<file path="config.mk">
export PLATFORM = sky130hd
export DESIGN_NAME = accum_arbiter
export DESIGN_NICKNAME = d
export VERILOG_FILES = /design/src/rtl/accum_arbiter_pkg.sv /design/src/rtl/rr_arb2.sv /design/src/rtl/accum_arbiter.sv
export SDC_FILE = /design/constraint.sdc
export NUM_CORES = 1
export LEC_CHECK = 0
export CAP_MARGIN = 5
export CORE_UTILIZATION = 45
export DETAILED_ROUTE_END_ITERATION = 16
export GPL_ROUTABILITY_DRIVEN = 0
export PLACE_DENSITY_LB_ADDON = 0.3
export REMOVE_ABC_BUFFERS = 1
export SETUP_SLACK_MARGIN = 0.4
export SLEW_MARGIN = 30
export SYNTH_ARGS = -nofsm -noshare
export SYNTH_HDL_FRONTEND = slang
export SYNTH_HIERARCHICAL = 1
export SYNTH_SLANG_ARGS = --single-unit
</file>
<file path="constraint.sdc">
create_clock -name clk -period 4.8 [get_ports clk]
set_clock_uncertainty 0.1 [all_clocks]
set_input_delay 1.44 -clock clk [delete_from_list [all_inputs] [get_ports clk]]
set_output_delay 1.44 -clock clk [all_outputs]
set_load 0.02 [all_outputs]
</file>
<file path="src/rtl/accum_arbiter_pkg.sv">
// Shared types and constants for the two-requester accumulating arbiter.
package accum_arbiter_pkg;

    localparam int NREQ   = 2;
    localparam int DATA_W = 8;

    typedef enum logic [1:0] {
        IDLE   = 2'd0,
        ACCUM  = 2'd1,
        RESULT = 2'd2
    } state_t;

endpackage

</file>
<file path="src/rtl/rr_arb2.sv">
// Two-requester round-robin grant; the pointer names the preferred requester.
module rr_arb2
    import accum_arbiter_pkg::*;
(
    input  logic            clk,
    input  logic            rstn,
    input  logic [NREQ-1:0] req,
    input  logic            ptr_upd,
    input  logic            ptr_next,
    output logic            gnt_idx,
    output logic            gnt_any
);

    logic ptr;

    // NOTE: sequential state uses non-blocking assignments so every flop samples pre-edge values.
    always_ff @(posedge clk) begin
        if (!rstn) begin
            ptr <= 1'b0;
        end else if (ptr_upd) begin
            ptr <= ptr_next;
        end
    end

    assign gnt_any = |req;
    assign gnt_idx = req[ptr] ? ptr : ~ptr;

endmodule

</file>
<file path="src/rtl/accum_arbiter.sv">
// Arbitrates two burst requesters and accumulates the granted burst into one result.
// Define ACCUM_ARBITER_SAT_EN for signed saturation with overflow flag; default wraps.
module accum_arbiter
    import accum_arbiter_pkg::*;
#(
    parameter int ACC_W = 32
)
(
    input  logic                   clk,
    input  logic                   rstn,
    input  logic [NREQ-1:0]        req_valid,
    output logic [NREQ-1:0]        req_ready,
    input  logic [NREQ*DATA_W-1:0] req_data,
    input  logic [NREQ-1:0]        req_signed,
    input  logic [NREQ-1:0]        req_last,
    output logic signed [ACC_W-1:0] acc_out,
    output logic                   acc_valid,
    output logic                   acc_owner,
    output logic                   acc_ovf,
    output logic                   busy
);

    state_t              state, state_nxt;
    logic [ACC_W-1:0]    acc, acc_nxt, beat_ext;
    logic [DATA_W-1:0]   beat_data;
    logic                first_beat;
    logic                beat_fire, beat_last;
    logic                gnt_idx, gnt_any, ptr_upd;

    rr_arb2 u_arb (
        .clk      (clk),
        .rstn     (rstn),
        .req      (req_valid),
        .ptr_upd  (ptr_upd),
        .ptr_next (~acc_owner),
        .gnt_idx  (gnt_idx),
        .gnt_any  (gnt_any)
    );

    assign beat_data = acc_owner ? req_data[2*DATA_W-1:DATA_W] : req_data[DATA_W-1:0];
    assign beat_fire = (state == ACCUM) && req_valid[acc_owner];
    assign beat_last = req_last[acc_owner];
    assign beat_ext  = req_signed[acc_owner]
                     ? {{(ACC_W-DATA_W){beat_data[DATA_W-1]}}, beat_data}
                     : {{(ACC_W-DATA_W){1'b0}}, beat_data};

`ifdef ACCUM_ARBITER_SAT_EN
    localparam logic [ACC_W-1:0] ACC_MAX = {1'b0, {(ACC_W-1){1'b1}}};
    localparam logic [ACC_W-1:0] ACC_MIN = {1'b1, {(ACC_W-1){1'b0}}};

    logic [ACC_W:0] sum_wide;
    logic           sat_hit, ovf_run, ovf_nxt;

    // Overflow shows as disagreement between the two top bits of the sign-extended sum.
    always_comb begin
        sum_wide = {acc[ACC_W-1], acc} + {beat_ext[ACC_W-1], beat_ext};
        sat_hit  = !first_beat && (sum_wide[ACC_W] != sum_wide[ACC_W-1]);
        if (first_beat) begin
            acc_nxt = beat_ext;
        end else if (sat_hit) begin
            acc_nxt = sum_wide[ACC_W] ? ACC_MIN : ACC_MAX;
        end else begin
            acc_nxt = sum_wide[ACC_W-1:0];
        end
        ovf_nxt = !first_beat && (ovf_run || sat_hit);
    end

    always_ff @(posedge clk) begin
        if (!rstn) begin
            ovf_run <= 1'b0;
            acc_ovf <= 1'b0;
        end else if (beat_fire) begin
            ovf_run <= ovf_nxt;
            if (beat_last) acc_ovf <= ovf_nxt;
        end
    end
`else
    assign acc_nxt = first_beat ? beat_ext : acc + beat_ext;
    assign acc_ovf = 1'b0;
`endif

    always_ff @(posedge clk) begin
        if (!rstn) begin
            state      <= IDLE;
            acc        <= '0;
            acc_out    <= '0;
            acc_owner  <= 1'b0;
            first_beat <= 1'b1;
        end else begin
            state <= state_nxt;
            if (state == IDLE && gnt_any) begin
                acc_owner  <= gnt_idx;
                first_beat <= 1'b1;
            end
            if (beat_fire) begin
                acc        <= acc_nxt;
                first_beat <= 1'b0;
                if (beat_last) acc_out <= acc_nxt;
            end
        end
    end

    // NOTE: every combinational output gets a default first so no path can infer a latch.
    always_comb begin
        state_nxt = state;
        ptr_upd   = 1'b0;
        unique case (state)
            IDLE:    if (gnt_any) state_nxt = ACCUM;
            ACCUM:   if (beat_fire && beat_last) state_nxt = RESULT;
            RESULT: begin
                state_nxt = IDLE;
                ptr_upd   = 1'b1;
            end
            default: state_nxt = IDLE;
        endcase
    end

    assign acc_valid = (state == RESULT);
    assign busy      = (state != IDLE);
    assign req_ready = (state == ACCUM) ? (acc_owner ? 2'b10 : 2'b01) : 2'b00;

endmodule

</file>
======== Word level (Yosys, flattened, before mapping) ========
Cells that the tools add are included.
word-level totals
  logic and storage cells ................. 44
  memories kept ........................... 0
  memory bits (read-only) ................. 0
  memory bits (writable) .................. 0
  flip-flop bits (word level) ............. 69
  output and inout port bits .............. 38
  bits of input ports ..................... 24
  bits in latches ......................... 0
cells by class
  eq/ne operators ......................... 4
  multiply operators ...................... 0
  bitwise operators ....................... 2
  order comparisons ....................... 2
  divide/modulo/power cells ............... 0
  shift-type cells ........................ 0
  reductions and logical operators ........ 9
  $add $sub $neg .......................... 1
  muxes and demuxes ....................... 20
operator list
  cell                number
  $mux 32             2
  $add 32x32->32      1
  $mux 1              12
  $mux 2              4
  $mux 8              1
  $lt 1x2->1 const B  2
  $pmux 2 s2          1
  $reduce_and 2->1    2
  $reduce_bool 2->1   2
  $logic_and 1x1->1   3
  $eq 2x1->1 const B  1
  $eq 2x2->1 const B  1
  $logic_not 2->1     1
  $ne 2x1->1 const B  1
  $ne 2x2->1 const B  1
  $not 1->1           2
  $reduce_or 2->1     1

======== Depth between registers and ports, before layout ========
  depth after elaboration ................. 6
  mapped depth ............................ 15
  gate-level depth less buffers ........... 13

======== Modules after synthesis ========
The synthesis kept the hierarchy.
by module, submodules not included
  module         cells each  area an instance (um^2)  times used  seq. area each (um^2)
  accum_arbiter  569         4,500.6                  1           1,361.3
  rr_arb2        6           56.3                     1           20.0

======== Least setup slack after synthesis ========
OpenSTA, ideal clock, no wires.
  path type ............................... in2reg
  start point ............................. in req_data[7]
  end point ............................... reg acc[31]
  stages on the path ...................... 13
  path slack .............................. 0.032 ns
  data required time ...................... 4.619 ns
  arrival time ............................ 4.586 ns
  setup time .............................. 0.081 ns
  buffers on the path ..................... 1
  cell sequence ........................... nand2_1 > o21ai_1 > ha_1 > clkbuf_1 > a21oi_1 > o21ai_0 > nor3_1 > a211oi_2 > nor2_1 > a21oi_4 > o21ai_0 > nand3_1 > a41oi_1
on the way
  longest elaborated chain between the ends .. 4
RTL lines
  element               line                 RTL
  start, declared       accum_arbiter.sv:13  input logic [NREQ*DATA_W-1:0] req_data,
  $mux 8 *              accum_arbiter.sv:40  assign beat_data = acc_owner ? req_data[2*DATA_W-1:DATA_W] : req_data[DATA_W-1:0];
  $mux 32 *             accum_arbiter.sv:44  ? {{(ACC_W-DATA_W){beat_data[DATA_W-1]}}, beat_data}
  $add 32x32->32        accum_arbiter.sv:78  assign acc_nxt = first_beat ? beat_ext : acc + beat_ext;
  $mux 32 *             accum_arbiter.sv:78
  end signal, assigned  accum_arbiter.sv:96  acc <= acc_nxt;
  end, declared         accum_arbiter.sv:24  logic [ACC_W-1:0] acc, acc_nxt, beat_ext;
Every way passes the cells marked *; elsewhere a longest branch is shown, timed or not.
A chain may end at the register's enable or synchronous reset.

======== Worst setup path in the final report ========
  start point ............................. in req_data[0]
  end point ............................... reg acc_out[16]
on the way
  longest elaborated chain between the ends .. 4
RTL lines
  element               line                 RTL
  $mux 8                accum_arbiter.sv:40
  $mux 32               accum_arbiter.sv:44
  $add 32x32->32        accum_arbiter.sv:78
  $mux 32               accum_arbiter.sv:78
  end signal, assigned  accum_arbiter.sv:98  if (beat_last) acc_out <= acc_nxt;
  end, declared         accum_arbiter.sv:16  output logic signed [ACC_W-1:0] acc_out,
Every way passes these cells.

==> summary.md <==
| Metric | Value |
|---|---|
| Worst Hold Class | reg -> reg |
| Worst skew pair latency | 0.35 ns |
| Worst slew pin tran | 0.720 ns |
| Area contributors post-synth | dfxtp_1 30%, ha_1 8.5%, a21oi_1 7.8% |
| Worst path most repeated cell | a21o_1 |
| Final Non-Filler Cells | 760 |
| Gate Count Post-Synth | 575 |
| Fin crit period | 4.29 ns |
| Total vias in the final route | 4308 |
| Clock buffer depth | 2 |
| Syn Area/Cell | 7.92 um^2 |
| N_diodes | 0 |
| Worst path max stage delay | 0.42 ns |
| Final setup violation count | 0 |
| Register area share after synthesis | 30.3% |
| Hold Vio Cnt, Final | 0 |
| DP Area | 5280 um^2 |
| Total global-route track usage | 22.6% |
| Initial DRC count | 152 |
| Port Buf Inserts | 60 |
| Std-Cell Rows | 36 |
| Clock root buffer | clkbuf_8 |
| Final design utilization | 56.6% |
| Drt drc | 0 |
| Reg-to-Reg End | acc_out[16]$_SDFFE_PN0P_ |
| Final WL | 11500 um |
| Crit path max fanout | 4 |
| Die W | 103 um |
| Count leader, synth | nor2_1 |
| Total Negative Setup Slacks | 0 ns |
| Vias per inst | 5.67 |
| CORE AREA | 9770 um^2 |
| Placed Cells | 742 |
| Final Cycle Share | 89.4% |
| LEAKAGE | 2.12 nW |
| Io pins | 62 |
| Status | finished, final reports clean |
| RSZ-0062 raised after global routing | yes |
| Hold Path End | acc_out[0]$_SDFFE_PN0P_ |
| Grt total ovfl | 0 |
| Slew HR | 51.9% |
| DP HPWL | 8220 um |
| CTS Sinks | 69 |
| Post-synth cell types | 66 |
| Yosys synthesis warning count | 6 |
| Reg-to-reg slack, setup | 1.10 ns |
| H-tree Lvls | 3 |
| Die area | 10500 um^2 |
| Critical path arrival | 4.42 ns |
| CTS tree | yes |
| Cell Pwr Density | 302 nW/um^2 |
| Peak VDD IR | 0.000174 V |
| Asr flop ratio synth | 0% |
| Hold Path Origin | acc_out[0]$_SDFFE_PN0P_ |
| Crit. End Element | register |
| Req. time, crit path | 4.93 ns |
| Critical path class | in -> reg |
| Most common flop cell mapped by yosys | dfxtp_1 |
| Hold_buf cts | 0 |
| Maxcap violations | 0 |
| Final Max Tran Viols | 0 |
| Initial core utilization | 46.6% |
| Initial antenna violation count | 0 |
| Routed Antenna Nets | 0 |
| Drt first pass iters | 5 |
| Critical Path Start | req_data[0] |
| Post-DR wirelength/cell | 15.1 um |
| Synth top area share | 30.3% |
| Largest net degree at the start of global routing | 33 |
| Vias in the first global route | 4092 |
| P&R area growth vs syn | 21.3% |
| Startpoint Class | input pin |
| CTS Buf Count | 9 |
| Die H | 103 um |
| CP max-delay cell | clkdlybuf4s50_1 |
| Hold path depth | 2 |
| Clock slew at reported path FFs | 0.08 ns |
| Synthesized flop and latch total | 69 |
| Layout cells sized above 1 | 10.8% |
| EDFF count, synth | 0 |
| Synthesized cell area | 4560 um^2 |
| Post-route cell area | 5530 um^2 |
| Largest area contributor in the netlist | dfxtp_1 |
| Most frequent cells after synthesis | 78 x nor2_1, 71 x a21oi_1, 69 x dfxtp_1, 39 x nand2_1, 33 x o21ai_0 |
| Peak Freq | 233 MHz |
| Power Total | 0.00167 W |
| Reg2Reg Launch Point | acc_owner$_SDFFE_PN0P_ |
| Wire length of the first global-routing pass | 18600 um |
| Crit-path cells | clkdlybuf4s50_1 > mux2i_2 > inv_1 > ha_1 > fa_2 > a21o_1 > a31o_1 > a221o_1 > a21o_1 > a31oi_2 > xnor2_1 > o21ai_2 > nor2_1 > nor3_2 |
| Register-to-Register Path Depth | 13 |
| Final #Nets | 678 |
power breakdown:
part / internal [W] / switching [W] / leakage (nW) / total [W]
registers: 0.000614 / 0.0000275 / 0.564 / 0.000642
logic: 0.000213 / 0.000301 / 1.45 / 0.000514
clock network: 0.000291 / 0.000226 / 0.107 / 0.000516
cells in the final DEF, fill, tap and decap left out, types with 3 or more instances in the layout:
| cell | instances |
|---|---|
| nor2_1 | 78 |
| a21oi_1 | 70 |
| dfxtp_1 | 69 |
| clkdlybuf4s50_1 | 60 |
| nand2_1 | 38 |
| o21ai_0 | 33 |
| ha_1 | 31 |
| a211oi_1 | 26 |
| xnor2_1 | 20 |
| inv_1 | 16 |
| a21o_1 | 12 |
| buf_4 | 12 |
| nand3_1 | 11 |
| nor3_1 | 11 |
| xor2_1 | 9 |
| clkbuf_8 | 9 |
| mux2_2 | 8 |
| o211ai_1 | 8 |
| nor2b_1 | 6 |
| nand4_1 | 6 |
| mux2i_1 | 5 |
| nand2b_1 | 4 |
| and3_1 | 4 |
| o21bai_1 | 4 |
| a31oi_1 | 4 |
| o221a_2 | 4 |
| o21ai_2 | 3 |
| a21oi_2 | 3 |
| a41oi_1 | 3 |
| nor3_2 | 3 |
| clkinv_2 | 3 |
kinds of logic after synthesis:
family | count (synthesis) | synth area share, %
other cells | 1 | 0.0823
fa+ha+maj | 32 | 8.95
mux | 14 | 3.30
simple gates | 177 | 17.9
flops | 69 | 30.3
compound gates | 198 | 29.0
xor+xnor | 29 | 5.57
buf+inv | 55 | 4.86
worst max path at each step:
stage                               end  slack, ns  cells after the start
2_1_floorplan  acc_out[23]$_SDFFE_PN0P_      -0.26                      5
3_3_place_gp   acc_out[16]$_SDFFE_PN0P_       0.19                     14
3_5_place_dp       acc[28]$_SDFFE_PN0P_       0.12                     14
4_1_cts        acc_out[16]$_SDFFE_PN0P_       0.47                     14
5_1_grt        acc_out[31]$_SDFFE_PN0P_       0.39                     14
6_report       acc_out[16]$_SDFFE_PN0P_       0.51                     14
cell type report:
type,instances,area (um^2)
repair buffers,73,711
inverters,18,67.6
well taps,133,166
clock inverters,5,75.1
fillers,960,4250
multi-input cells,451,3000
clock buffers,11,131
flip-flops and latches,69,1380
critical path: cells and delay by family:
kind | cells | cell delay, ns
buffers and inverters | 2 | 0.49
AOI/OAI and AO/OA | 6 | 1.35
adders and majority gates | 2 | 0.58
and+or+nand+nor | 2 | 0.19
muxes | 1 | 0.20
xor gates and xnor gates | 1 | 0.17
metrics by stage:
step	setup slack (ns)	hold slack, ns
floorplan	-0.260	0.330
global placement	0.194	0.348
detailed placement	0.118	0.348
CTS	0.471	0.360
global route	0.387	0.395
finish	0.510	0.358
repair_timing:
item / in CTS / in global routing
resized for setup: 0 / 7
buffers inserted: 0 / 2
setup endpoints to repair: 0 / 17
routing by layer:
metal	track usage, %	share of wire (%)	vias to the layer above
met1	27.1	44	1946
met5	0	0	-
met2	38.8	46	141
met3	3.32	6.4	37
met4	12.7	3.3	0
li1	-	-	2184
registers in the layout (all words and copies together) (netlist names):
name and count:
acc 32, acc_out 32, acc_owner 1, first_beat 1
state 2, u_arb/ptr 1
Power figures use the tool's default switching activity.
